<file path="src/rtl/uart_rx_loader.sv">
// -----------------------------------------------------------------------------
// uart_rx_loader
//
// Serial program/data loader. It deserialises UART bytes from the board rx pin
// and packs them little-endian into 32-bit words. Each word is presented with
// an auto-incrementing byte address and a one-cycle write strobe. After the
// line has been idle for TIMEOUT_CYC cycles, the loader flushes any partial
// word and raises a sticky done flag, which releases the CPU from load mode.
//
// Optional feature macro: UART_PARITY_EN
//   defined   : 8E1 frames, with a PARITY state between DATA and STOP
//   undefined : 8N1 frames only
//
// Ports
//   clk        in   1   cpuclk domain, all logic on posedge
//   rst_n      in   1   asynchronous reset, active-low
//   rx         in   1   UART line, idle high, asynchronous to clk
//   data_out   out  32  packed word, first byte received -> [7:0]
//   addr_out   out  32  byte address of data_out
//   wr_en      out  1   one-cycle strobe, data_out/addr_out valid this cycle
//   done       out  1   sticky load-complete flag
//   frame_err  out  1   sticky flag for a bad stop bit or a parity error
// -----------------------------------------------------------------------------
module uart_rx_loader #(
    parameter int unsigned CLK_HZ      = 25_000_000,
    parameter int unsigned BAUD        = 115_200,
    parameter logic [31:0] BASE_ADDR   = 32'h0,
    parameter int unsigned TIMEOUT_CYC = 2_500_000
) (
    input  logic        clk,
    input  logic        rst_n,
    input  logic        rx,
    output logic [31:0] data_out,
    output logic [31:0] addr_out,
    output logic        wr_en,
    output logic        done,
    output logic        frame_err
);

    localparam int unsigned DIV = CLK_HZ / BAUD;
    localparam int unsigned CW  = $clog2(DIV);
    localparam int unsigned TW  = $clog2(TIMEOUT_CYC + 1);

    localparam logic [CW-1:0] HALF_LOAD = CW'(DIV / 2 - 1);
    localparam logic [CW-1:0] DIV_LOAD  = CW'(DIV - 1);
    localparam logic [TW-1:0] TO_MAX    = TW'(TIMEOUT_CYC);
    localparam logic [TW-1:0] TO_LAST   = TW'(TIMEOUT_CYC - 1);

`ifdef UART_PARITY_EN
    typedef enum logic [2:0] {S_IDLE, S_START, S_DATA, S_PARITY, S_STOP} state_t;
`else
    typedef enum logic [1:0] {S_IDLE, S_START, S_DATA, S_STOP} state_t;
`endif

    state_t        state_q, state_d;
    logic          rx_meta, rx_s;
    logic [CW-1:0] baud_cnt;
    logic [2:0]    bit_cnt;
    logic [7:0]    shift;
    logic [1:0]    byte_cnt;
    logic [31:0]   word_buf;
    logic [31:0]   next_addr;
    logic          word_written;
    logic [TW-1:0] idle_cnt;
    logic          flush_pend;
    logic          tick;
    logic          stop_tick;
    logic          byte_ok;
    logic          timeout_fire;

    assign tick = (baud_cnt == '0);
    assign stop_tick = (state_q == S_STOP) && tick;

`ifdef UART_PARITY_EN
    logic par_err;
    assign byte_ok = rx_s && !par_err;
`else
    assign byte_ok = rx_s;
`endif

    // Fires once, on the cycle the idle counter reaches TIMEOUT_CYC.
    assign timeout_fire = (state_q == S_IDLE) && rx_s && !done && !flush_pend &&
                          (idle_cnt == TO_LAST);

    // NOTE: sequential state uses non-blocking assignments so every flop
    // samples the pre-edge value of its neighbours.
    always_ff @(posedge clk or negedge rst_n) begin
        if (!rst_n) begin
            state_q <= S_IDLE;
        end else begin
            state_q <= state_d;
        end
    end

    // NOTE: next state gets a default first, so no path leaves it unassigned
    // and no latch is inferred.
    always_comb begin
        state_d = state_q;
        case (state_q)
            S_IDLE:   if (!done && !rx_s) state_d = S_START;
            S_START:  if (tick) state_d = rx_s ? S_IDLE : S_DATA;
`ifdef UART_PARITY_EN
            S_DATA:   if (tick && bit_cnt == 3'd7) state_d = S_PARITY;
            S_PARITY: if (tick) state_d = S_STOP;
`else
            S_DATA:   if (tick && bit_cnt == 3'd7) state_d = S_STOP;
`endif
            S_STOP:   if (tick) state_d = S_IDLE;
            default:  state_d = S_IDLE;
        endcase
    end

    // Two-flop synchroniser, reset to the idle line level.
    always_ff @(posedge clk or negedge rst_n) begin
        if (!rst_n) begin
            rx_meta <= 1'b1;
            rx_s    <= 1'b1;
        end else begin
            rx_meta <= rx;
            rx_s    <= rx_meta;
        end
    end

    // Bit timing and deserialisation. The counter sits at the half-bit load
    // value while idle, so START samples mid start bit, and then every full
    // bit period after that lands mid-bit.
    always_ff @(posedge clk or negedge rst_n) begin
        if (!rst_n) begin
            baud_cnt <= HALF_LOAD;
            bit_cnt  <= '0;
            shift    <= '0;
`ifdef UART_PARITY_EN
            par_err  <= 1'b0;
`endif
        end else begin
            if (state_q == S_IDLE) begin
                baud_cnt <= HALF_LOAD;
            end else if (tick) begin
                baud_cnt <= DIV_LOAD;
            end else begin
                baud_cnt <= baud_cnt - CW'(1);
            end

            if (state_q == S_START) begin
                bit_cnt <= '0;
`ifdef UART_PARITY_EN
                par_err <= 1'b0;
`endif
            end

            if (state_q == S_DATA && tick) begin
                shift   <= {rx_s, shift[7:1]};
                bit_cnt <= bit_cnt + 3'd1;
            end

`ifdef UART_PARITY_EN
            // Even parity: the data bits and the parity bit hold an even number of ones.
            if (state_q == S_PARITY && tick) begin
                par_err <= ^{shift, rx_s};
            end
`endif
        end
    end

    // Word packing, address generation, timeout and completion.
    // NOTE: the lane buffer and byte count are reset like any other state, so
    // a reset mid-word discards the partial data instead of leaking it into
    // the next load.
    always_ff @(posedge clk or negedge rst_n) begin
        if (!rst_n) begin
            byte_cnt     <= '0;
            word_buf     <= '0;
            next_addr    <= BASE_ADDR;
            word_written <= 1'b0;
            idle_cnt     <= '0;
            flush_pend   <= 1'b0;
            data_out     <= '0;
            addr_out     <= '0;
            wr_en        <= 1'b0;
            done         <= 1'b0;
            frame_err    <= 1'b0;
        end else begin
            wr_en      <= 1'b0;
            flush_pend <= 1'b0;

            if (stop_tick) begin
                if (byte_ok) begin
                    if (byte_cnt == 2'd3) begin
                        // The fourth byte goes straight onto the output word.
                        data_out     <= {shift, word_buf[23:0]};
                        addr_out     <= next_addr;
                        wr_en        <= 1'b1;
                        next_addr    <= next_addr + 32'd4;
                        byte_cnt     <= '0;
                        word_buf     <= '0;
                        word_written <= 1'b1;
                    end else begin
                        word_buf[{byte_cnt, 3'b000} +: 8] <= shift;
                        byte_cnt <= byte_cnt + 2'd1;
                    end
                end else begin
                    frame_err <= 1'b1;
                end
            end

            // The idle counter runs only in IDLE with the line high and
            // saturates, so the timeout acts at most once per idle stretch.
            if (state_q != S_IDLE || !rx_s) begin
                idle_cnt <= '0;
            end else if (idle_cnt != TO_MAX) begin
                idle_cnt <= idle_cnt + TW'(1);
            end

            if (timeout_fire) begin
                if (byte_cnt != 2'd0) begin
                    data_out     <= word_buf;
                    addr_out     <= next_addr;
                    wr_en        <= 1'b1;
                    next_addr    <= next_addr + 32'd4;
                    byte_cnt     <= '0;
                    word_buf     <= '0;
                    word_written <= 1'b1;
                    flush_pend   <= 1'b1;
                end else if (word_written) begin
                    done <= 1'b1;
                end
            end

            // After a flush, done follows on the next cycle.
            if (flush_pend) begin
                done <= 1'b1;
            end
        end
    end

endmodule
</file>
<file path="config.mk">
export PLATFORM = sky130hd
export DESIGN_NAME = uart_rx_loader
export DESIGN_NICKNAME = d
export VERILOG_FILES = /design/src/rtl/uart_rx_loader.sv
export SDC_FILE = /design/constraint.sdc
export NUM_CORES = 1
export LEC_CHECK = 0
export BUFFER_PORTS_ARGS = -buffer_cell sky130_fd_sc_hd__buf_2
export CAP_MARGIN = 20
export CORE_MARGIN = 2
export CORE_UTILIZATION = 33
export CTS_CLUSTER_DIAMETER = 30
export DETAILED_ROUTE_END_ITERATION = 10
export PLACE_DENSITY = 0.58
export SLEW_MARGIN = 10
export SYNTH_ARGS = -nofsm -noshare
export SYNTH_HDL_FRONTEND = slang
export SYNTH_SLANG_ARGS = --single-unit
</file>
<file path="constraint.sdc">
create_clock -name clk -period 3.8 [get_ports clk]
set_input_delay 0.19 -clock clk [delete_from_list [all_inputs] [get_ports clk]]
set_output_delay 0.19 -clock clk [all_outputs]
set_load 0.03 [all_outputs]
</file>
==> results of run 1 <==
==> flip-flops by register name (all words and copies together) (netlist names), named ones only <==
name and count:
next_addr 30, data_out 32, byte_cnt 2, baud_cnt 8, addr_out 32, done 1, state_q 1, word_buf 32
bit_cnt 3, flush_pend 1, shift 8, word_written 1, wr_en 1, idle_cnt 22, rx_meta 1, frame_err 1
byte_ok 1
==> how the worst max path moves through the flow <==
stage                     cells after the start   startpoint      endpoint
after floorplan                               9  baud_cnt[0]  data_out[21]
after global placement                        7  byte_cnt[0]  data_out[25]
after detailed placement                      7  byte_cnt[0]  data_out[29]
after CTS                                     7  byte_cnt[0]  data_out[27]
after global routing                          7  byte_cnt[0]  data_out[26]
final                                         7  byte_cnt[0]  data_out[28]
==> Yosys cell counts (all sizes together) <==
library cell	n	area (µm²)
inv	12	45.0
o221a	1	11.3
and2	8	50.1
o21ai	7	35.0
buf	16	109
xnor2	28	245
or2	4	25.0
nand4b	2	17.5
nor4bb	1	10.0
dfstp	7	184
and4	6	52.6
nand2b	5	31.3
dfrtp	171	4280
mux2i	12	120
ha	12	150
or4b	2	23.8
nor4b	11	143
o21bai	1	11.3
a21oi	46	230
nand3	42	210
nor3b	6	60.1
nor4	3	25.0
o22a	2	17.5
a311oi	1	8.76
xor2	23	201
clkbuf	17	63.8
and3	8	50.1
o22ai	3	18.8
nand2	64	243
mux2	64	721
or3b	2	17.5
nand4	28	175
nor2	45	169
or4	2	15.0
a31o	1	8.76
nor3	12	65.1
or3	7	43.8
==> cell usage in the layout (no fill, tap or decap), drive strengths merged, types with 2 or more instances in the layout <==
cell and n:
clkbuf 20, or4b 2, xor2 23, dfstp 7, and4 6, clkinv 2
o21ai 7, or3b 2, nand4b 2, mux2 64, nand3 42, nor2 45
xnor2 28, nor3b 6, or3 7, and2 8, or2 4, or4 2
clkinvlp 2, o22ai 3, nor3 12, bufinv 3, o22a 2, and3 8
inv 17, mux2i 12, nand4 28, dlygate4sd3 2, nor4 3, nand2 64
a21oi 46, nand2b 5, ha 12, nor4b 11, buf 74, dfrtp 171
==> through the flow <==
step	hold WS (ns)	cells	utilization [%]	power, mW	worst slack [ns]
after floorplan	-0.106	682	-	1.93	1.38
after CTS	0.357	1076	39.2	3.84	0.919
after global placement	0.255	1042	36.4	1.98	1.04
after detailed placement	0.249	1042	36.4	1.98	0.981
final	0.347	1076	39.2	3.78	0.913
after global routing	0.367	1076	39.2	3.93	0.676
==> cell type report <==
class | count | share of cell area, %
flip-flops and latches | 178 | 48.6
multi-input cells | 459 | 35.0
clock buffers | 20 | 4.97
repair buffers | 76 | 4.86
well taps | 319 | 4.34
clock inverters | 12 | 1.84
inverters | 12 | 0.490
==> cell families (layout without fill, tap and decap cells) <==
kind of cell             count (synthesis)  after routing  share of synthesized area, %
XOR/XNOR                                51             51                          5.66
flip-flops                             178            178                          56.6
AND/OR/NAND/NOR                        258            258                          18.1
adder cells (fa/ha/maj)                 12             12                          1.90
buffers and inverters                   45            120                          2.76
AO/OA/AOI/OAI                           62             62                          4.33
multiplexers                            76             76                          10.7
==> report_power, final <==
part	switching (mW)	internal, mW
clock network	0.757	1.09
logic	0.0363	0.00518
registers	0.00135	1.90
==> worst max-delay path, stage by stage, from the launching register on <==
cell and delay (ns):
dfrtp_1 0.54, inv_1 0.14, ha_1 0.40, nor4_1 0.24, nand4_1 0.28, or4_1 0.88, nor2_1 0.19, a21oi_1 0.06
==> layer usage <==
layer / vias to the layer above / wire (µm) / part of all wire (%)
met5: - / 0 / 0
met4: 0 / 270 / 1.7
met3: 20 / 495 / 3.0
met2: 64 / 7430 / 46
met1: 2580 / 8080 / 50
li1: 2514 / - / -
==> summary.txt, run 1 <==
Setup path
  – Worst EP required: 4.09 ns
  – Crit Path Class: reg2reg
  – Data arrival, critical path: 3.17 ns
  – R2R Setup Slk: 0.91 ns
  – RR Endpoint: data_out[28]
  – CP Capture Type: flip-flop
  – RR Startpoint: byte_cnt[0]
  – Critical Path Fanout Max: 16
  – Reg2reg path depth: 7
  – Crit path launch type: flip-flop

Timing
  – Final period demand of the worst path: 2.89 ns
  – Setup_tns: 0 ns
  – Fin crit share: 76.0%
  – Worst-margin pin slew: 0.901 ns
  – Final Slew Violations: 0
  – Hold Fails Final Rpt: 0
  – Final setup skew: 0.0112 ns
  – Final setup fails: 0
  – Slew headroom: 39.4%
  – F_max: 346 MHz
  – RSZ-0062 raised after global routing: no

Place
  – Detailed placement HPWL: 10.6 mm
  – Port bufs: 69
  – Area of placed instances: 0.00855 mm²
  – GP Congestion: 0.759

Floorplanning
  – Core Area: 0.0235 mm²
  – Initial core utilization: 33.6%
  – Die W: 159 µm
  – Cell row count: 56
  – DIE HEIGHT: 159 µm
  – Top Ports: 70
  – DIE AREA: 0.0252 mm²

Detailed routing
  – Starting DRC count in detailed routing: 308
  – Vias per cell: 4.81
  – Wire length per cell: 15.1 µm
  – Routed Antenna Nets: 0
  – Vias: 5178
  – Routed WL: 16.3 mm
  – 1st-pass router iterations: 4
  – Residual DRC: 0

Finish
  – Storage element area: 0.00446 mm²
  – Nets@finish: 759
  – Layout cell share with drive strength beyond 1: 26.2%
  – Footprint of the multi-input gates: 0.00321 mm²
  – Antenna Diode Count: 0
  – Finished layout cell area: 0.00919 mm²
  – Synth-to-Final Area Change: 16.6%
  – Filler cells: 2294

Yosys
  – Sequential fraction of the synthesis area: 56.6%
  – Cells after Synth: 682
  – Synthesized flop and latch total: 178
  – Synthesis Warnings: 0
  – Cell Area, Synth: 0.00789 mm²
  – Syn_area_per_cell: 11.6 µm²
  – Syn_nets: 697
  – Cell variety after synth: 50

Global routing
  – GR met3 Demand/Resource: 2.48%
  – Busiest grt layer: met2
  – Met2 usage: 20.3%
  – Initial antenna violation count: 0
  – Global-route wire length before repair: 26.6 mm
  – Vias in the first global route: 4941
  – Largest net degree at the start of global routing: 110
  – GRT Residual Overflow: 0
  – GR Util met1: 19.3%
  – GRT Overall Usage: 13.5%

Clock tree
  – Cts repair resizes: 0
  – Clk root buf: clkbuf_16
  – Post-CTS Setup Bufs: 0
  – Longest Clk Path Bufs: 2
  – TritonCTS clock tree: built
  – Hold buffers post-CTS: 2
  – Clock transition at path regs: 0.07 ns
  – Clock sink count: 178
  – Clock latency on the worst-skew pair: 0.43 ns
  – Total CTS buffers: 17
  – Htree depth: 4

Min path
  – HP Class: in2async

Status
  – Status: finished, final reports clean

Pwr
  – VDD IR max: 0.273 mV
  – P_leak: 4.26 nW
  – Pwr per Cell Area: 411 mW/mm²

Job
  – Max_cap viols: 0
No activity file was read; power rests on OpenSTA's default activity.
==> run 2, diff against run 1 <==
ABC_AREA = 1   (was not set)
clock period = 3 ns   (was 3.8 ns; I/O delays follow)
==> run 2 against run 1 <==
Clock skew grew 0.0073 ns. Final cell count grew 33%. Largest cell class unchanged. Worst setup slack lost 0.40 ns.
==> summary.txt, run 2 <==
Setup path
  – Slowest Stage Delay on Critical Path: 0.42 ns (was 0.88 ns)
  – R2R Setup Slk: 0.51 ns (was 0.91 ns)
  – Slowest stage cell, crit path: buf_4 (was or4_1)
  – Crit Path Class: reg2reg (unchanged)
  – Reg2reg path depth: 10 (was 7)
  – CP Capture Type: flip-flop (unchanged)
  – Crit path launch type: flip-flop (unchanged)
  – RR Startpoint: idle_cnt[0] (was byte_cnt[0])
  – RR Endpoint: data_out[14] (was data_out[28])
  – Data arrival, critical path: 2.85 ns (was 3.17 ns)
  – Worst EP required: 3.36 ns (was 4.09 ns)
  – Critical Path Fanout Max: 41 (was 16)
  – Crit-path cells: ha_1, nand3_1, inv_1, nand2_1, nor2_2, nand3_4, nand2_8, buf_4, nor2_1, a21oi_1 (was inv_1, ha_1, nor4_1, nand4_1, or4_1, nor2_1, a21oi_1)

Pwr
  – Clock power share: 49.2% (was 48.7%)
  – P_leak: 4.75 nW (was 4.26 nW)
  – Pwr per Cell Area: 497 mW/mm² (was 411 mW/mm²)
  – VDD IR max: 0.292 mV (was 0.273 mV)
  – Register share of total power: 49.6% (was 50.2%)
  – Comb pwr share: 1.2% (was 1.1%)
  – P_int: 3.78 mW (was 2.99 mW)
  – P_sw: 1.07 mW (was 0.795 mW)
  – Sw frac: 22.1% (was 21.0%)

Floorplanning
  – Core Area: 0.0251 mm² (was 0.0235 mm²)
  – DIE HEIGHT: 164 µm (was 159 µm)
  – Die W: 164 µm (was 159 µm)
  – Cell row count: 58 (was 56)
  – Initial core utilization: 33.5% (was 33.6%)
  – Top Ports: 70 (unchanged)
  – DIE AREA: 0.0268 mm² (was 0.0252 mm²)

Timing
  – Hold WS: 0.342 ns (was 0.347 ns)
  – Final period demand of the worst path: 2.49 ns (was 2.89 ns)
  – Final setup skew: 0.0186 ns (was 0.0112 ns)
  – Fin crit share: 83.0% (was 76.0%)
  – Final Slew Violations: 0 (unchanged)
  – Final setup fails: 0 (unchanged)
  – Hold Fails Final Rpt: 0 (unchanged)
  – RSZ-0062 raised after global routing: no (unchanged)
  – Setup_tns: 0 ns (unchanged)
  – Worst-margin pin slew: 0.832 ns (was 0.901 ns)
  – F_max: 401 MHz (was 346 MHz)
  – Slew headroom: 44.6% (was 39.4%)

Global routing
  – Global-route wire length before repair: 31.5 mm (was 26.6 mm)
  – GRT Overall Usage: 14.7% (was 13.5%)
  – Vias in the first global route: 6293 (was 4941)
  – Largest net degree at the start of global routing: 87 (was 110)
  – Initial antenna violation count: 0 (unchanged)
  – GRT Residual Overflow: 0 (unchanged)

Clock tree
  – TritonCTS clock tree: built (unchanged)
  – Clock latency on the worst-skew pair: 0.44 ns (was 0.43 ns)
  – Post-CTS Setup Bufs: 0 (unchanged)
  – Clock sink count: 178 (unchanged)
  – Longest Clk Path Bufs: 2 (unchanged)
  – Clk root buf: clkbuf_16 (unchanged)
  – Clock transition at path regs: 0.07 ns (about the same)
  – Total CTS buffers: 17 (unchanged)
  – Htree depth: 4 (unchanged)

Place
  – Port bufs: 69 (unchanged)
  – GP Congestion: 0.835 (was 0.759)
  – Detailed placement HPWL: 13.2 mm (was 10.6 mm)

Detailed routing
  – Starting DRC count in detailed routing: 467 (was 308)
  – Residual DRC: 0 (unchanged)
  – Routed Antenna Nets: 0 (unchanged)
  – 1st-pass router iterations: 4 (unchanged)
  – Routed WL: 18.8 mm (was 16.3 mm)
  – Wire length per cell: 13.1 µm (was 15.1 µm)
  – Vias: 6545 (was 5178)
  – Vias per cell: 4.59 (was 4.81)

Yosys
  – Post-synthesis mux area share: 0% (was 10.7%)
  – Xor/xnor share of the synthesized area: 1.67% (was 5.66%)
  – Most frequent cell after synthesis: nand2_1 (was dfrtp_1)
  – Synth area leaders: dfrtp_1, nand2_1, inv_1 (was dfrtp_1, mux2_2, xnor2_1)
  – Synth top area share: 50.8% (was 54.3%)
  – Ys flop type: dfrtp_1 (unchanged)
  – Syn_nets: 1025 (was 697)
  – Main combinational cell family by area after synthesis: simple AND/OR/NAND/NOR gates (unchanged)
  – Cell Area, Synth: 0.00842 mm² (was 0.00789 mm²)
  – Simple-Gate Fraction of Synth Area: 23.0% (was 18.1%)
  – Post-Synth Adder-Cell Area: 1.78% (was 1.90%)
  – Number of enable flip-flop cells after synthesis: 0 (unchanged)
  – Sequential fraction of the synthesis area: 53.0% (was 56.6%)
  – Commonest cells in the synthesized netlist: nand2_1, dfrtp_1, inv_1 (was dfrtp_1, mux2_2, nand2_1)
  – Cell variety after synth: 35 (was 50)
  – Cells after Synth: 1010 (was 682)
  – Syn_area_per_cell: 8.33 µm² (was 11.6 µm²)
  – Synthesized flop and latch total: 178 (unchanged)
  – FFs w/ async S/R, synth: 100% (unchanged)
  – Synth Area in Compound Gates: 10.6% (was 4.33%)
  – Synthesis Warnings: 0 (unchanged)
  – Dominant cell type by area after synthesis: dfrtp_1 (unchanged)

Finish
  – Commonest non-fill, non-tap cell in the layout: nand2_1 (was dfrtp_1)
  – Layout cell share with drive strength beyond 1: 13.3% (was 26.2%)
  – Antenna Diode Count: 0 (unchanged)
  – Final Util: 38.9% (was 39.2%)
  – Nets@finish: 1098 (was 759)
  – Storage element area: 0.00446 mm² (unchanged)
  – Filler cells: 2623 (was 2294)
  – Most frequent cells in the layout: nand2_1, dfrtp_1, inv_1, nor2_1 (was dfrtp_1, buf_2, mux2_2, nand2_1, a21oi_1)
  – Synth-to-Final Area Change: 15.9% (was 16.6%)
  – Top Registers: addr_out x32, data_out x32, word_buf x32 (unchanged)
  – Footprint of the multi-input gates: 0.00313 mm² (was 0.00321 mm²)

Job
  – Max_cap viols: 0 (unchanged)

Min path
  – HP Class: in2async (unchanged)

Status
  – Status: finished, final reports clean (unchanged)
## run 2: metal layers
layer / track usage [%] / up-vias / share of wire [%]
li1: - / 3359 / -
met1: 19.9 / 3050 / 48
met2: 23.5 / 124 / 47
met3: 3.16 / 12 / 4.1
met4: 4.31 / 0 / 1.1
met5: 0 / - / 0
## run 2: worst max-delay path, delay by kind of cell, from the launching register on
| family | cells | cell delay (ns) |
|---|---|---|
| DFF | 1 | 0.41 |
| and+or+nand+nor | 6 | 1.03 |
| buffers and inverters | 2 | 0.59 |
| adders and majority gates | 1 | 0.23 |
| AOI/OAI and AO/OA | 1 | 0.13 |
## run 2: worst max path at each step
stage	from	to	slack [ns]	cells past startpoint
after global placement	idle_cnt[0]	addr_out[29]	0.61	10
after global routing	idle_cnt[0]	data_out[20]	0.24	10
after detailed placement	idle_cnt[0]	data_out[12]	0.51	10
after CTS	idle_cnt[0]	data_out[14]	0.49	10
final	idle_cnt[0]	data_out[14]	0.51	10
after floorplan	byte_cnt[0]	word_buf[16]	1.06	8
## run 2: power by group through the flow
stage	Combinational [mW]	Sequential, mW	Clock (mW)
4_1_cts	0.0620	2.40	2.45
3_5_place_dp	0.0600	2.45	0
3_3_place_gp	0.0599	2.45	0
5_1_grt	0.0689	2.40	2.55
2_1_floorplan	0.00157	2.45	0
6_report	0.0569	2.40	2.38
## run 2: cell type report
type | instances | share of cell area [%]
inverter | 165 | 6.35
clock buffer | 18 | 4.50
sequential | 178 | 45.7
multi-input combinational | 637 | 32.1
clock inverter | 14 | 1.99
tap | 330 | 4.23
timing repair buffer | 84 | 5.07
## run 2: cells by family (layout without fill, tap and decap cells)
kind of cell	after synthesis	after routing
AOI/OAI and AO/OA	165	165
xor gates and xnor gates	16	16
adders and majority gates	12	12
buffers and inverters	195	281
DFF	178	178
and+or+nand+nor	444	444
## run 2: repair_timing
action                                 in CTS  in global routing
hold buffers                                2                  0
endpoints found under the hold margin      83                  0
gates resized for setup                     0                  0
## run 2: through the flow
stage	power, mW	std cells	instance area, µm²	setup WS, ns
3_3_place_gp	2.51	1392	9100	0.614
2_1_floorplan	2.45	1010	8420	1.06
4_1_cts	4.92	1426	9760	0.487
3_5_place_dp	2.51	1392	9100	0.514
6_report	4.84	1426	9760	0.509
5_1_grt	5.02	1426	9760	0.244
==> run 3, diff against run 2 <==
clock period = 2.5 ns   (was 3 ns; I/O delays follow)
==> run 3 against run 2 <==
Hold slack lost 0.064 ns. Clock-buffer cell count grew 2. Combinational power grew 20%. Total power grew 17%. Highest routed layer unchanged. Critical path type unchanged. Global-route usage grew 0.15 points.
==> summary.txt, run 3 (synthesized netlist as in run 2, its figures left out) <==
Global routing
  – Vias in the first global route: 6229 (was 6293)
  – Initial antenna violation count: 0 (unchanged)
  – GRT Overall Usage: 14.8% (was 14.7%)
  – Met2 usage: 23.0% (was 23.5%)
  – Global-route wire length before repair: 31.5 mm (about the same)
  – GRT Residual Overflow: 0 (unchanged)
  – Largest net degree at the start of global routing: 74 (was 87)
  – GR Util met1: 20.5% (was 19.9%)
  – GR met3 Demand/Resource: 2.83% (was 3.16%)
  – Busiest grt layer: met2 (unchanged)

Setup path
  – CP Capture Type: flip-flop (unchanged)
  – Critical Path Fanout Max: 31 (was 41)
  – Worst EP required: 2.82 ns (was 3.36 ns)
  – Crit path launch type: flip-flop (unchanged)
  – Data arrival, critical path: 2.55 ns (was 2.85 ns)
  – R2R Setup Slk: 0.26 ns (was 0.51 ns)
  – Crit Path Class: reg2reg (unchanged)
  – Reg2reg path depth: 10 (unchanged)

Timing
  – Fin crit share: 89.5% (was 83.0%)
  – F_max: 447 MHz (was 401 MHz)
  – Hold Fails Final Rpt: 0 (unchanged)
  – Slew headroom: 52.8% (was 44.6%)
  – Final Slew Violations: 0 (unchanged)
  – Final setup skew: 0.0107 ns (was 0.0186 ns)
  – Final period demand of the worst path: 2.24 ns (was 2.49 ns)
  – Final setup fails: 0 (unchanged)
  – RSZ-0062 raised after global routing: no (unchanged)
  – Setup_tns: 0 ns (unchanged)
  – Worst-margin pin slew: 0.708 ns (was 0.832 ns)

Clock tree
  – Longest Clk Path Bufs: 2 (unchanged)
  – Clock latency on the worst-skew pair: 0.43 ns (was 0.44 ns)
  – Clock sink count: 178 (unchanged)
  – Clock transition at path regs: 0.07 ns (about the same)
  – TritonCTS clock tree: built (unchanged)
  – Post-CTS Setup Bufs: 0 (unchanged)
  – Total CTS buffers: 17 (unchanged)
  – Clk root buf: clkbuf_16 (unchanged)
  – Htree depth: 4 (unchanged)

Finish
  – Nets@finish: 1104 (was 1098)
  – Layout cell share with drive strength beyond 1: 13.7% (was 13.3%)
  – Commonest non-fill, non-tap cell in the layout: nand2_1 (unchanged)
  – Antenna Diode Count: 0 (unchanged)
  – Top Registers: addr_out x32, data_out x32, word_buf x32 (unchanged)
  – Footprint of the multi-input gates: 0.00314 mm² (was 0.00313 mm²)
  – Filler cells: 2632 (was 2623)
  – Storage element area: 0.00446 mm² (unchanged)
  – Synth-to-Final Area Change: 16.4% (was 15.9%)
  – Final Instance Count excl. Fillers: 1430 (was 1426)
  – Most frequent cells in the layout: nand2_1, dfrtp_1, inv_1, nor2_1 (unchanged)

Floorplanning
  – Die W: 164 µm (unchanged)
  – Initial core utilization: 33.5% (unchanged)
  – Cell row count: 58 (unchanged)
  – DIE HEIGHT: 164 µm (unchanged)
  – Core Area: 0.0251 mm² (unchanged)
  – Top Ports: 70 (unchanged)
  – DIE AREA: 0.0268 mm² (unchanged)

Detailed routing
  – Routed Antenna Nets: 0 (unchanged)
  – Starting DRC count in detailed routing: 534 (was 467)
  – 1st-pass router iterations: 5 (was 4)
  – Residual DRC: 0 (unchanged)
  – Vias per cell: 4.60 (was 4.59)
  – Wire length per cell: 13.2 µm (was 13.1 µm)
  – Routed WL: 18.9 mm (was 18.8 mm)
  – Vias: 6573 (was 6545)

Status
  – Status: finished, final reports clean (unchanged)

Pwr
  – P_leak: 4.76 nW (was 4.75 nW)
  – VDD IR max: 0.317 mV (was 0.292 mV)
  – Pwr per Cell Area: 578 mW/mm² (was 497 mW/mm²)

Place
  – Detailed placement HPWL: 13.1 mm (was 13.2 mm)
  – Port bufs: 69 (unchanged)
  – GP Congestion: 0.845 (was 0.835)
  – Post-Place Cells: 1394 (was 1392)

Job
  – Max_cap viols: 0 (unchanged)

Min path
  – HP Class: in2async (unchanged)
==> run 3: cell count changes in the layout (fill, tap and decap cells not counted), sizes merged <==
cell / change
bufinv: -1
nand2: +1
buf: +2
inv: -4
clkinvlp: +3
clkinv: +1
clkbuf: +2
==> run 3: worst paths after layout <==
path | start | to
worst min-delay path | rst_n | baud_cnt[4]
worst max-delay path | idle_cnt[0] | next_addr[24]
max in group asynchronous | rst_n | baud_cnt[5]
worst max register to register | idle_cnt[0] | next_addr[24]
worst min register to register | rx_meta | byte_ok
min in group clk | rx | rx_meta
==> run 3: layout make-up <==
class / count / area share [%]
clock inverter: 10 / 1.29
timing repair buffer: 86 / 5.46
timing repair inverter: 3 / 0.230
sequential: 178 / 45.6
inverter: 165 / 6.36
clock buffer: 20 / 4.77
multi-input combinational: 638 / 32.1
tap: 330 / 4.22
==> run 3: routing by layer <==
layer	vias up	routed length (µm)
met5	-	0
met4	0	420
met3	21	733
met2	126	8480
met1	3052	9290
li1	3374	-
==> run 3: per-stage QoR <==
step                      hold WS, ns  utilization, %  power [mW]  setup slack (ns)  area (µm²)
after floorplan                -0.171               -        2.94             0.560        8420
after global placement          0.212            36.4        3.01             0.209        9140
after detailed placement        0.199            36.4        3.01             0.134        9140
after CTS                       0.311            38.9        5.73             0.123        9760
after global routing            0.340            39.0        5.89            0.0118        9790
final                           0.278            39.0        5.67             0.262        9790
==> run 3: power breakdown <==
part	switching (mW)	internal (mW)	leakage [nW]
Sequential	0.00200	2.88	2.45
Clock	1.15	1.56	0.292
Combinational	0.0585	0.00975	2.01
Total	1.22	4.45	4.76
==> run 3: critical path: stages (launching register included) <==
cell and delay (ns):
dfrtp_1 0.41, ha_1 0.23, nand3_1 0.15, inv_1 0.17, nand2_1 0.08, nor2_2 0.20
nand3_4 0.17, nand2_8 0.26, buf_12 0.21, nand2_1 0.08, xor2_1 0.15
==> run 3: what timing repair did <==
item | in CTS | in global routing
hold buffers | 2 | 0
endpoints found under the hold margin | 69 | 0
setup endpoints to repair | 0 | 12
gates resized for setup | 0 | 4
